<file path="src/rtl/move_bar.sv">
// Paddle controller: moves the bar centre from the push-buttons on a slow
// movement tick, and keeps the current score and the session high score.
module move_bar #(
  parameter int W_BAR    = 64,
  parameter int Y_BAR    = 456,
  parameter int X_INIT   = 320,
  parameter int STEP     = 4,
  parameter int TICK_DIV = 250000,
  parameter int SCORE_W  = 8
) (
  input  logic               clock,
  input  logic               reset,
  input  logic               start,
  input  logic               btn_left,
  input  logic               btn_right,
  input  logic               hit_bar,
  input  logic               endgame,
  output logic [9:0]         x_bar,
  output logic [9:0]         y_bar,
  output logic [SCORE_W-1:0] score,
  output logic [SCORE_W-1:0] high_score,
  output logic [1:0]         estado
);

  localparam int          CNT_W = (TICK_DIV > 1) ? $clog2(TICK_DIV) : 1;
  localparam logic [10:0] MIN_X = 11'(W_BAR);
  localparam logic [10:0] MAX_X = 11'(640 - W_BAR);

  typedef enum logic [1:0] {
    IDLE = 2'd0,
    PLAY = 2'd1,
    OVER = 2'd2
  } state_t;

  state_t             state;
  logic [CNT_W-1:0]   tick_cnt;
  logic               tick;
  logic               hit_prev;
  logic               hit_edge;
  logic [10:0]        x_wide;
  logic [9:0]         x_move;
  logic [SCORE_W-1:0] score_inc;
  logic [SCORE_W-1:0] high_next;

  assign y_bar    = 10'(Y_BAR);
  assign estado   = state;
  assign tick     = (tick_cnt == CNT_W'(TICK_DIV - 1));
  assign hit_edge = hit_bar & ~hit_prev;
  assign x_wide   = {1'b0, x_bar};

  // NOTE: every variable written here gets a default first, so no path can
  // leave it unassigned and infer a latch.
  always_comb begin
    x_move = x_bar;
    if (tick && btn_left && !btn_right) begin
      // Compare before subtracting so a small x_bar can never wrap around.
      if (x_wide >= MIN_X + 11'(STEP)) x_move = x_bar - 10'(STEP);
      else                             x_move = MIN_X[9:0];
    end else if (tick && btn_right && !btn_left) begin
      if (x_wide + 11'(STEP) > MAX_X)  x_move = MAX_X[9:0];
      else                             x_move = x_bar + 10'(STEP);
    end

    score_inc = score;
    if (hit_edge && (score != '1)) score_inc = score + SCORE_W'(1);

    high_next = (score_inc > high_score) ? score_inc : high_score;
  end

  // NOTE: sequential state uses non-blocking assignments only, so every
  // register samples the pre-edge values regardless of statement order.
  always_ff @(posedge clock) begin
    if (reset) begin
      state      <= IDLE;
      tick_cnt   <= '0;
      hit_prev   <= 1'b0;
      x_bar      <= 10'(X_INIT);
      score      <= '0;
      high_score <= '0;
    end else begin
      tick_cnt <= tick ? '0 : tick_cnt + CNT_W'(1);
      hit_prev <= hit_bar;

      case (state)
        IDLE: begin
          x_bar <= 10'(X_INIT);
          score <= '0;
          if (start && !endgame) state <= PLAY;
        end

        PLAY: begin
          x_bar <= x_move;
          score <= score_inc;
          // Any exit from PLAY folds this cycle's score into the high score.
          if (endgame) begin
            state      <= OVER;
            high_score <= high_next;
          end else if (!start) begin
            state      <= IDLE;
            high_score <= high_next;
          end
        end

        OVER: begin
          if (!start) begin
            state <= IDLE;
            x_bar <= 10'(X_INIT);
            score <= '0;
          end
        end

        default: state <= IDLE;
      endcase
    end
  end

endmodule

</file>
<file path="config.mk">
export PLATFORM = sky130hd
export DESIGN_NAME = move_bar
export DESIGN_NICKNAME = d
export VERILOG_FILES = /design/src/rtl/move_bar.sv
export SDC_FILE = /design/constraint.sdc
export NUM_CORES = 1
export LEC_CHECK = 0
export BUFFER_PORTS_ARGS = -buffer_cell sky130_fd_sc_hd__buf_2
export CORE_UTILIZATION = 55
export CTS_CLUSTER_SIZE = 25
export DETAILED_ROUTE_END_ITERATION = 10
export PLACE_DENSITY = 0.83
export RECOVER_POWER = 100
export SKIP_LAST_GASP = 1
export SYNTH_ARGS = -nofsm -noshare
export SYNTH_HDL_FRONTEND = slang
export SYNTH_SLANG_ARGS = --single-unit
</file>
<file path="constraint.sdc">
create_clock -name clock -period 4 [get_ports clock]
set_input_delay 0.6 -clock clock [delete_from_list [all_inputs] [get_ports clock]]
set_output_delay 0.6 -clock clock [all_outputs]
set_load 0.02 [all_outputs]
</file>
### After elaboration in Yosys (flattened, before gate mapping)

Index checks and enable logic that the tools add are counted.

* $add $sub $neg: 5
* order comparisons: 3
* equality and inequality tests: 8
* muxes and demuxes: 16
* bitwise gates (word level): 2
* reduce and logical (&&, ||, !) cells: 15

Operators by type and width (number)
* 10-bit 2-to-1 mux: 5
* 8-bit 2-to-1 mux: 5
* 10-bit case mux with 3 select lines: 1
* 8-bit case mux with 3 select lines: 1
* 18-bit by 1-bit adder with 18-bit output, second input constant: 1
* 18-bit equality test, second input constant: 1
* 10-bit by 3-bit adder with 11-bit output, second input constant: 1
* 11-bit by 10-bit greater-than comparator with 1-bit output, second input constant: 1
* 10-bit by 3-bit adder with 10-bit output, second input constant: 1
* 10-bit by 7-bit >= comparator with 1-bit output, second input constant: 1
* 10-bit by 3-bit subtractor with 10-bit output, second input constant: 1
* 8-bit by 1-bit adder with 8-bit output, second input constant: 1
* 8-bit greater-than comparator: 1
* 8-bit inequality test, second input constant: 1
* 1-bit logical AND: 6
* 2-bit 2-to-1 mux: 3
* 2-bit case mux with 3 select lines: 1
* 2-bit inequality test, second input constant: 2
* 2-bit AND reduction: 2
* 1-bit logical NOT: 3
* 3-bit inequality test, second input constant: 1
* 3-bit AND reduction: 1
* 3-bit nonzero test: 1
* 2-bit by 1-bit equality test with 1-bit output, second input constant: 1
* 6 further kinds: 6

* bits in registers: 47
* input bits: 7
* logic and storage cells: 55

### Logic depth before layout (Yosys ltp)

Gate-level depths: netlist (run 1).

* word-level depth: 8
* mapped depth: 13

### Worst setup path after synthesis (run 1)

Ideal clock, no wire load.

* path kind: reg2reg
* from: register score[3]
* to: register high_score[4]
* arrival: 3.215 ns
* setup slack: 0.700 ns
* cell stages (with the launch flop): 14
* buffers on the path: 1
* path through: dfxtp_1 > and3_1 > and3_1 > a31oi_1 > mux2_2 > ha_1 > nor2b_1 > o21a_1 > o21a_1 > o21bai_1 > a21o_1 > buf_1 > nor2_1 > a211oi_1

* longest elaborated chain between the ends: 7

RTL lines
* from (decl): RTL line 20 `output logic [SCORE_W-1:0] score,`
* from (signal assigned): RTL line 93 `score <= score_inc;`
* 8-bit inequality test (*): RTL line 65 `if (hit_edge && (score != '1)) score_inc = score + SCORE_W'(1);`
* 1-bit logical AND (*): RTL line 65
* 8-bit 2-to-1 mux (*): RTL line 65
* via score_inc[1]: RTL line 42 `logic [SCORE_W-1:0] score_inc;`
* 8-bit greater-than comparator (*): RTL line 67 `high_next = (score_inc > high_score) ? score_inc : high_score;`
* 8-bit 2-to-1 mux (*): RTL line 67
* 8-bit 2-to-1 mux: RTL line 98 `end else if (!start) begin`
* 8-bit 2-to-1 mux (*): RTL line 95 `if (endgame) begin`
* to (signal assigned): RTL line 97 `high_score <= high_next;`
* to (signal assigned): RTL line 100 `high_score <= high_next;`
* to (decl): RTL line 21 `output logic [SCORE_W-1:0] high_score,`

The timed path passes the listed nets; every way through them passes the cells marked *. The select of a mux whose other input is x is not followed.
A chain may end at the register's enable or synchronous reset.

### Worst setup path after layout (run 1)

* from: register score[3]
* to: register high_score[3]

The elaborated chain is that of the path after synthesis.

==> results of run 1 <==
## power by group
group / total, mW / switching, mW / internal, mW
registers: 0.464 / 0.00777 / 0.456
logic: 0.0792 / 0.0524 / 0.0268
clock network: 0.355 / 0.152 / 0.204
total: 0.899 / 0.212 / 0.687
## cell usage in the layout, fill, tap and decap left out, types with 4 or more instances in the layout
cell	Yosys	layout
xor2_1	12	12
o21a_1	4	4
nand4_1	7	7
dfxtp_1	45	45
conb_1	2	12
ha_1	13	13
clkbuf_8	0	6
a21o_1	7	7
nand2b_1	4	4
nor3_1	6	6
clkbuf_1	9	28
inv_1	11	11
buf_2	2	5
nor2_1	46	46
a211oi_1	8	8
and3_1	10	10
xnor2_1	12	12
a21oi_1	18	18
o21ai_0	7	7
a22o_1	4	4
nor2b_1	9	9
or3_1	4	4
nand2_1	16	16
nand3_1	9	9
## metrics by stage
stage | worst slack (ns) | total power [mW] | cells | hold slack, ns
floorplan | 0.700 | 0.546 | 336 | 0.430
global placement | 0.737 | 0.553 | 395 | 0.445
detailed placement | 0.573 | 0.555 | 395 | 0.472
CTS | 0.535 | 0.907 | 403 | 0.489
global route | 0.255 | 0.935 | 403 | 0.515
finish | 0.511 | 0.899 | 403 | 0.481
## layer usage
metal	global-route usage [%]	up-vias
met5	0	-
met4	6.97	0
met3	5.34	6
met2	34.9	40
met1	26.4	1004
li1	-	1169
## final timing paths
kind | startpoint | end | slack [ns] | cells past startpoint
max reg2reg | score[3]$_SDFFE_PP0P_ | high_score[3]$_SDFFE_PP0P_ | 0.51 | 12
min reg2reg | tick_cnt[0]$_SDFF_PP0_ | tick_cnt[0]$_SDFF_PP0_ | 0.48 | 1
min | tick_cnt[0]$_SDFF_PP0_ | tick_cnt[0]$_SDFF_PP0_ | 0.48 | 1
max | score[3]$_SDFFE_PP0P_ | high_score[3]$_SDFFE_PP0P_ | 0.51 | 12
## area by class of cell
cell class,instances,share of cell area [%]
sequential,45,31.5
clock buffer,7,3.02
tap,54,2.36
inverter,11,1.44
timing repair buffer,33,4.68
multi-input combinational,252,56.0
clock inverter,1,1.05
## sequential cells by signal, summed over array words and instances, names as in the netlist
register / count
score: 8
tick_cnt: 18
x_bar: 8
high_score: 8
estado: 2
hit_prev: 1
## kinds of logic after synthesis
family | synth area share, %
AO/OA/AOI/OAI | 16.9
XOR/XNOR | 7.84
adder cells (fa/ha/maj) | 6.07
buffers and inverters | 7.98
flip-flops | 33.6
multiplexers | 2.01
other | 0.280
AND/OR/NAND/NOR | 25.3
==> summary.md, run 1 <==
| Metric | Value |
|---|---|
| Core Rows | 25 |
| CTS Hold Bufs | 0 |
| Upper clock frequency limit | around 0.29 GHz |
| Slew of the pin with the lowest slew margin | 0.993 ns |
| Multi-input gate area in the final layout | 1600 µm² |
| Average size of a mapped cell | slightly above 8 µm² |
| GRT Total Usage | 20.9% |
| Largest net degree at the start of global routing | 25 |
| WS Path Type | reg2reg |
| Sequential cell area | 901 µm² |
| WP data arrival | 3.69 ns |
| DRC Markers | 0 |
| Hold Path Class | reg2reg |
| Post-Syn Instances | 326 |
| Vias | ~2200 |
| Clk pin slew, worst setup/hold paths | 0.09 ns |
| # fillers | 419 |
| Final Max Slew Viols | 0 |
| DRT antenna net count | 0 |
| Pwr dens | 314 nW/µm² |
| Design area | 2860 µm² |
| Clock Latency Late Sink | roughly 0.29 ns |
| Top Layer Used | met4 |
| Most used DFF post-synth | dfxtp_1 |
| Leading cell type by number of instances after synthesis | nor2_1 |
| Final design utilization | 61.0% |
| Met2 wire len | approximately 2400 µm |
| Slowest CP cell | a31oi_1 |
| Final setup fails | 0 |
| DPL Wire Length | 3810 µm |
| Top cells by count, synth | nor2_1 (46), dfxtp_1 (45), a21oi_1 (18) |
| RSZ-0062 raised after global routing | no |
| Dpl cell area | approximately 2800 µm² |
| Die Wd | 71.8 µm |
| P&R area growth vs syn | 6.77% |
| Post-CTS setup buffers | 0 |
| Slew HR | 33.8% |
| PostCTS Resize Cnt | 0 |
| Clock Sinks | 45 |
| Fin crit share | 87.2% |
| Cell family with most CP delay | compound AO/OA/AOI/OAI gates |
| IO buf count | 32 |
| RD Place Congestion | 0.837 |
| Clk buf depth | 2 |
| Final Skew | 0.00630 ns |
| Met1 Wirelength | 2590 µm |
| Largest stage delay, worst path | roughly 0.56 ns |
| Die area | 5160 µm² |
| Yosys cell types | 57 |
| Max_cap viols | 0 |
| CTS root buf | clkbuf_8 |
| Number of I/O pins | 45 |
| # H-tree levels | 2 |
| Via-to-Cell Ratio | about 5.5 |
| Core Box Area | 4690 µm² |
| Leak Pwr | 1.14 nW |
| Post-Syn Area | 2680 µm² |
| VDD IR max | between 0.0002 and 0.00025 V |
| Final wirelength | approximately 5300 µm |
| Synthesized flop and latch total | 45 |
| Crit path launch type | flip-flop |
| Grt total ovfl | 0 |
| Share of post-route cells with drive strength above 1 | 5.16% |
| N_diodes | 0 |
| Setup tns final | 0 ns |
| CP required | 4.20 ns |
| Crit path capture type | flip-flop |
| CTS tree | yes |
| Critical Path Fanout Max | 14 |
| Post-synth EDFFs | 0 |
| Final Net Count | 368 |
| Average wire per standard cell | 13.1 µm |
| Worst path bufs/invs | 0 |
| Die Ht | 71.8 µm |
| Synth async-reset ratio | 0% |
| Initial Util | 57.1% |
| Pre-antenna DRT Iters | 4 |
| Post-layout min period | 3.49 ns |
| First-pass GRT wire length | 8680 µm |
| Most area-hungry cell type in the Yosys netlist | dfxtp_1 |
| Initial DRC Count | around 120 |
| Run status | finished, final reports clean |
| Met3 routed WL | 202 µm |
| Synth area leaders | dfxtp_1 (34%), nor2_1 (6.4%), ha_1 (6.1%) |
| CTS buffer count | 5 |
| Sequential share of the synthesized area | 33.6% |
| Ys Warns | 0 |
| Worst path cell trace | and3_1 > and3_1 > a31oi_1 > mux2_1 > ha_1 > nor2b_1 > o21a_1 > o21a_1 > o21bai_1 > a21o_1 > nor2_1 > a211oi_1 |
| Vias in the first global route | 2015 |
| Final hold violation count | 0 |
| Initial antenna violation count | 0 |
| Synth top area share | 33.6% |
Note: power is estimated with default switching activity, not from simulation.
==> run 2: changes to the inputs <==
==> constraint.sdc (replaced) <==
create_clock -name clock -period 4 [get_ports clock]
set_input_delay 0.4 -clock clock [delete_from_list [all_inputs] [get_ports clock]]
set_output_delay 0.4 -clock clock [all_outputs]
set_load 0.02 [all_outputs]
==> run 2 against run 1 <==
Net effect: hold slack got worse by 0.16 ns; final area is 0.70% lower; clock power is 15% lower; fmax is 6.5% higher; first-iteration DRC count decreased by 6.0%; count of clock-buffer cells in the layout shrank 1; critical endpoint is now high_score[5]$_SDFFE_PP0P_; utilization shrank 0.43 points; power fell by 5.9%; largest cell class unchanged.
==> summary.md, run 2 (synthesized netlist as in run 1, its figures left out) <==
| Metric | Value |
|---|---|
| Run status | finished, final reports clean |
| PostCTS Resize Cnt | 0 (unchanged) |
| Slew HR | 33.3% (-0.49 points) |
| DPL Wire Length | 3880 µm (+1.9%) |
| Clk buf depth | 2 (unchanged) |
| Max FFs per register | 18 (unchanged) |
| Slowest CP cell | a21o_1 |
| Pwr dens | 297 nW/µm² (-5.3%) |
| Upper clock frequency limit | 0.305 GHz (+6.5%) |
| Final Net Count | 369 (+0.27%) |
| Crit path launch type | flip-flop |
| Final WS setup | 0.724 ns (+0.213 ns) |
| Non-filler cells, final | 404 (+0.25%) |
| First-pass GRT wire length | 8880 µm (+2.3%) |
| Largest register by flop count | tick_cnt |
| Post-layout min period | 3.28 ns (-0.213 ns) |
| RSZ-0062 raised after global routing | no |
| WHS | 0.322 ns (-0.159 ns) |
| Fin crit share | 81.9% (-5.3 points) |
| Largest net degree at the start of global routing | 25 (unchanged) |
| Worst path cell trace | and3_1 > and3_1 > a31oi_1 > clkbuf_1 > and4_1 > xor2_1 > ha_1 > a21o_1 > a21oi_1 > a21o_1 > nor2_1 > a211oi_1 |
| Final Max Slew Viols | 0 (unchanged) |
| CTS tree | yes |
| # fillers | 461 (+10%) |
| Vias | 2247 (+1.3%) |
| WS Path Type | reg2reg |
| Met2 wire len | 2410 µm (-0.37%) |
| GRT Total Usage | 21.5% (+0.55 points) |
| IO buf count | 32 (unchanged) |
| Number of I/O pins | 45 (unchanged) |
| Final setup fails | 0 (unchanged) |
| Multi-input gate area in the final layout | 1600 µm² (unchanged) |
| Final design utilization | 60.6% (-0.43 points) |
| Sequential cell area | 901 µm² (unchanged) |
| Clk pin slew, worst setup/hold paths | 0.09 ns (about the same) |
| Crit path capture type | flip-flop |
| Commonest non-fill, non-tap cell in the layout | nor2_1 |
| Final wirelength | 5280 µm (+0.27%) |
| P&R area growth vs syn | 6.02% |
| Core Box Area | 4690 µm² (unchanged) |
| Post-CTS setup buffers | 0 (unchanged) |
| Share of post-route cells with drive strength above 1 | 5.14% (-0.015 points) |
| CP required | 4.20 ns (about the same) |
| Setup tns final | 0 ns (unchanged) |
| Final hold violation count | 0 (unchanged) |
| Core Rows | 25 (unchanged) |
| Vias in the first global route | 2011 (-0.20%) |
| DRC Markers | 0 (unchanged) |
| Via-to-Cell Ratio | 5.56 (+1.0%) |
| # H-tree levels | 2 (unchanged) |
| Max_cap viols | 0 (unchanged) |
| Critical Path Fanout Max | 14 (unchanged) |
| VDD IR max | 0.000159 V (-22%) |
| Die Wd | 71.8 µm (unchanged) |
| CTS Hold Bufs | 0 (unchanged) |
| Clock Sinks | 45 (unchanged) |
| Initial antenna violation count | 0 (unchanged) |
| Met3 routed WL | 201 µm (-0.50%) |
| DRT antenna net count | 0 (unchanged) |
| Hold Path Class | in2reg |
| Pre-antenna DRT Iters | 4 (unchanged) |
| Commonest non-fill, non-tap cells in the layout | nor2_1 (46), dfxtp_1 (45), clkbuf_1 (29) |
| N_diodes | 0 (unchanged) |
| Slew of the pin with the lowest slew margin | 1.00 ns (+0.00733 ns) |
| Clock Latency Late Sink | 0.31 ns (+0.02 ns) |
| Grt total ovfl | 0 (unchanged) |
| Largest stage delay, worst path | 0.39 ns (-0.17 ns) |
| Met1 Wirelength | 2590 µm (about the same) |
| CTS buffer count | 5 (unchanged) |
| Top Layer Used | met4 |
| Final Skew | 0.0171 ns (+0.0108 ns) |
| Dpl cell area | 2790 µm² (+0.27%) |
| Design area | 2840 µm² (-0.70%) |
| CTS root buf | clkbuf_8 |
| Placed cells | 396 (+0.25%) |
| Initial Util | 57.1% (unchanged) |
| WP data arrival | 3.48 ns (-0.21 ns) |
| Die area | 5160 µm² (unchanged) |
| Leak Pwr | 1.13 nW (-0.90%) |
| Die Ht | 71.8 µm (unchanged) |
| Initial DRC Count | 110 (-6.0%) |
| Worst slack, placed | 0.901 ns (+0.328 ns) |
| Total power | 845 µW (-5.9%) |
| RD Place Congestion | 0.825 (-1.4%) |
| Average wire per standard cell | 13.1 µm (about the same) |
[run 2: layout make-up]
| class | instances | area share [%] |
|---|---|---|
| flip-flops and latches | 45 | 31.7 |
| inverters | 11 | 1.45 |
| repair buffers | 34 | 4.71 |
| well taps | 54 | 2.38 |
| clock buffers | 6 | 2.91 |
| clock inverters | 2 | 0.484 |
| multi-input cells | 252 | 56.4 |
[run 2: final timing paths]
check,from,endpoint,slack [ns],cells after the start
setup / recovery,score[3]$_SDFFE_PP0P_,high_score[5]$_SDFFE_PP0P_,0.72,12
hold / removal,hit_bar,hit_prev$_SDFF_PP0_,0.32,2
setup reg to reg,score[3]$_SDFFE_PP0P_,high_score[5]$_SDFFE_PP0P_,0.72,12
hold reg to reg,high_score[1]$_SDFFE_PP0P_,high_score[1]$_SDFFE_PP0P_,0.48,2
[run 2: critical path, delay by kind of cell (launching register included)]
kind | cells | cell delay [ns]
compound gates | 5 | 1.21
xor+xnor | 1 | 0.22
simple gates | 4 | 0.81
fa+ha+maj | 1 | 0.28
buf+inv | 1 | 0.29
flops | 1 | 0.38
[run 2: per-layer routing]
| layer | GRT usage [%] | vias to the layer above |
|---|---|---|
| li1 | - | 1175 |
| met1 | 27.3 | 1030 |
| met2 | 35.3 | 34 |
| met3 | 5.20 | 8 |
| met4 | 8.06 | 0 |
| met5 | 0 | - |
[run 2: report_power, final]
group	leakage (nW)	switching [mW]	internal [mW]
logic	0.717	0.0530	0.0266
clock network	0.0512	0.161	0.140
registers	0.364	0.00777	0.456
total	1.13	0.222	0.623
==> run 3: changes to the inputs <==
- CORE_UTILIZATION: 55 -> 51
- PLACE_DENSITY: 0.83 -> 0.81
- clock period: 4 -> 3 ns (I/O delays scaled with it)
==> run 3 against run 2 <==
Net effect: critical path type unchanged; critical path depth unchanged; largest power group unchanged; clock power increased by 32%; combinational power up 44%; via count rose by 5.3%; power up 34%.
==> summary.md, run 3 (synthesized netlist as in run 1, its figures left out) <==
| Metric | Value |
|---|---|
| DRC Markers | 0 (unchanged) |
| CTS buffer count | 5 (unchanged) |
| Upper clock frequency limit | 0.353 GHz (+16%) |
| IO buf count | 32 (unchanged) |
| # H-tree levels | 2 (unchanged) |
| Core Box Area | 5070 µm² (+8.2%) |
| Initial DRC Count | 161 (+46%) |
| P&R area growth vs syn | 10.4% |
| Die Ht | 74.5 µm (+3.7%) |
| Clock Sinks | 45 (unchanged) |
| Internal power | 836 µW (+34%) |
| Grt total ovfl | 0 (unchanged) |
| Die area | 5550 µm² (+7.6%) |
| Clk buf depth | 2 (unchanged) |
| Via-to-Cell Ratio | 5.53 (-0.61%) |
| Sequential power share | 54.7% (-0.2 points) |
| Final Skew | 0.00431 ns (-0.0128 ns) |
| Net switching power | 295 µW (+33%) |
| Clock Latency Late Sink | 0.30 ns (about the same) |
| First-pass GRT wire length | 9160 µm (+3.1%) |
| GRT Total Usage | 21.1% (-0.44 points) |
| Hold Path Class | in2reg |
| CP required | 3.22 ns (-0.98 ns) |
| Initial antenna violation count | 0 (unchanged) |
| DPL Wire Length | 4060 µm (+4.6%) |
| Comb pwr share | 10.1% (+0.7 points) |
| Max_cap viols | 0 (unchanged) |
| Core Rows | 26 (+4.0%) |
| WS Path Type | reg2reg |
| Number of I/O pins | 45 (unchanged) |
| Leak Pwr | 1.19 nW (+5.5%) |
| Initial Util | 52.8% (-4.3 points) |
| Largest net degree at the start of global routing | 25 (unchanged) |
| N_diodes | 0 (unchanged) |
| Sw Ratio | 26.1% (-0.15 points) |
| Pre-antenna DRT Iters | 4 (unchanged) |
| Crit path launch type | flip-flop |
| Run status | finished, final reports clean |
| Final setup fails | 0 (unchanged) |
| Largest register by flop count | tick_cnt |
| Fin crit share | 94.4% (+12 points) |
| Setup tns final | 0 ns (unchanged) |
| Post-layout min period | 2.83 ns (-0.445 ns) |
| Vias | 2366 (+5.3%) |
| Final Net Count | 377 (+2.2%) |
| Vias in the first global route | 2034 (+1.1%) |
| CTS root buf | clkbuf_8 |
| Clk pin slew, worst setup/hold paths | 0.09 ns (about the same) |
| Slew of the pin with the lowest slew margin | 0.602 ns (-0.399 ns) |
| Final hold violation count | 0 (unchanged) |
| Crit path capture type | flip-flop |
| DRT antenna net count | 0 (unchanged) |
| Final wirelength | 5570 µm (+5.5%) |
| RD Place Congestion | 0.870 (+5.4%) |
| Average wire per standard cell | 13.0 µm (-0.42%) |
| RSZ-0062 raised after global routing | no |
| Die Wd | 74.5 µm (+3.7%) |
| WP data arrival | 3.05 ns (-0.43 ns) |
| Pwr dens | 382 nW/µm² (+29%) |
| Share of post-route cells with drive strength above 1 | 9.78% (+4.6 points) |
| Post-CTS setup buffers | 0 (unchanged) |
| Critical Path Fanout Max | 7 (-7) |
| Commonest non-fill, non-tap cells in the layout | nor2_1 (45), dfxtp_1 (45), clkbuf_1 (25) |
| Final Max Slew Viols | 0 (unchanged) |
| CTS tree | yes |
| VDD IR max | 0.000216 V (+36%) |
| Clock power share | 35.2% (-0.5 points) |
| Final design utilization | 58.3% (-2.3 points) |
| Slew HR | 59.9% (+27 points) |
| # fillers | 494 (+7.2%) |
| Max FFs per register | 18 (unchanged) |
-- run 3: cell count changes in the layout (fill, tap and decap cells not counted), sizes merged --
cell    before  now
buf          5   14
clkbuf      35   33
a21o         7    8
-- run 3: per-layer routing --
metal	global-route usage, %	up-vias	wire length, µm	part of all wire (%)
li1	-	1183	-	-
met1	28.1	1104	2570	46
met2	33.3	70	2620	47
met4	6.92	0	64	1.1
met5	0	-	0	0
met3	5.15	9	319	5.7
-- run 3: path summary, 6_finish.rpt --
check                              start                         end  slack [ns]  cells after the start
setup / recovery   score[5]$_SDFFE_PP0P_  high_score[7]$_SDFFE_PP0P_        0.17                     12
hold / removal                   hit_bar         hit_prev$_SDFF_PP0_        0.23                      2
hold reg to reg   tick_cnt[0]$_SDFF_PP0_      tick_cnt[0]$_SDFF_PP0_        0.47                      1
setup reg to reg   score[5]$_SDFFE_PP0P_  high_score[7]$_SDFFE_PP0P_        0.17                     12
-- run 3: critical path: stages (launching register included) --
cell and delay, ns:
dfxtp_1 0.36, and3_1 0.18, and3_1 0.23, a211o_1 0.33, nor2_2 0.14, xor2_1 0.21, ha_1 0.28, a21o_1 0.16
a21o_1 0.19, a21oi_2 0.20, a21o_2 0.22, nor2_1 0.06, a211oi_1 0.19
-- run 3: stage by stage --
| stage | hold WS [ns] | total power [mW] | instance area [µm²] | setup WS, ns | cells |
|---|---|---|---|---|---|
| global placement | 0.447 | 0.742 | 2880 | 0.120 | 419 |
| detailed placement | 0.453 | 0.744 | 2880 | 0.0163 | 419 |
| CTS | 0.226 | 1.14 | 2970 | 0.0952 | 427 |
| floorplan | 0.372 | 0.729 | 2740 | 0.0292 | 336 |
| global route | 0.230 | 1.19 | 2960 | 0.00558 | 428 |
| finish | 0.231 | 1.13 | 2960 | 0.169 | 428 |
-- run 3: what timing repair did --
| item | CTS | global route |
|---|---|---|
| setup endpoints to repair | 5 | 7 |
| resized for setup | 1 | 3 |
| hold buffers | 0 | 0 |
| endpoints found under the hold margin | 0 | 0 |
| cloned | 0 | 1 |
| pin swaps | 0 | 1 |
-- run 3: cell type report --
| type | instances | area [µm²] | area share [%] |
|---|---|---|---|
| tap | 70 | 87.6 | 2.96 |
| timing repair buffer | 41 | 196 | 6.64 |
| clock inverter | 2 | 13.8 | 0.465 |
| sequential | 45 | 901 | 30.5 |
| clock buffer | 6 | 82.6 | 2.79 |
| inverter | 11 | 41.3 | 1.40 |
| multi-input combinational | 253 | 1640 | 55.3 |
-- run 3: power by group through the flow --
stage	sequential (mW)	clock (mW)	combinational (mW)
6_report	0.618	0.398	0.115
3_3_place_gp	0.632	0	0.110
3_5_place_dp	0.632	0	0.112
4_1_cts	0.618	0.411	0.113
5_1_grt	0.621	0.437	0.129
2_1_floorplan	0.639	0	0.0898
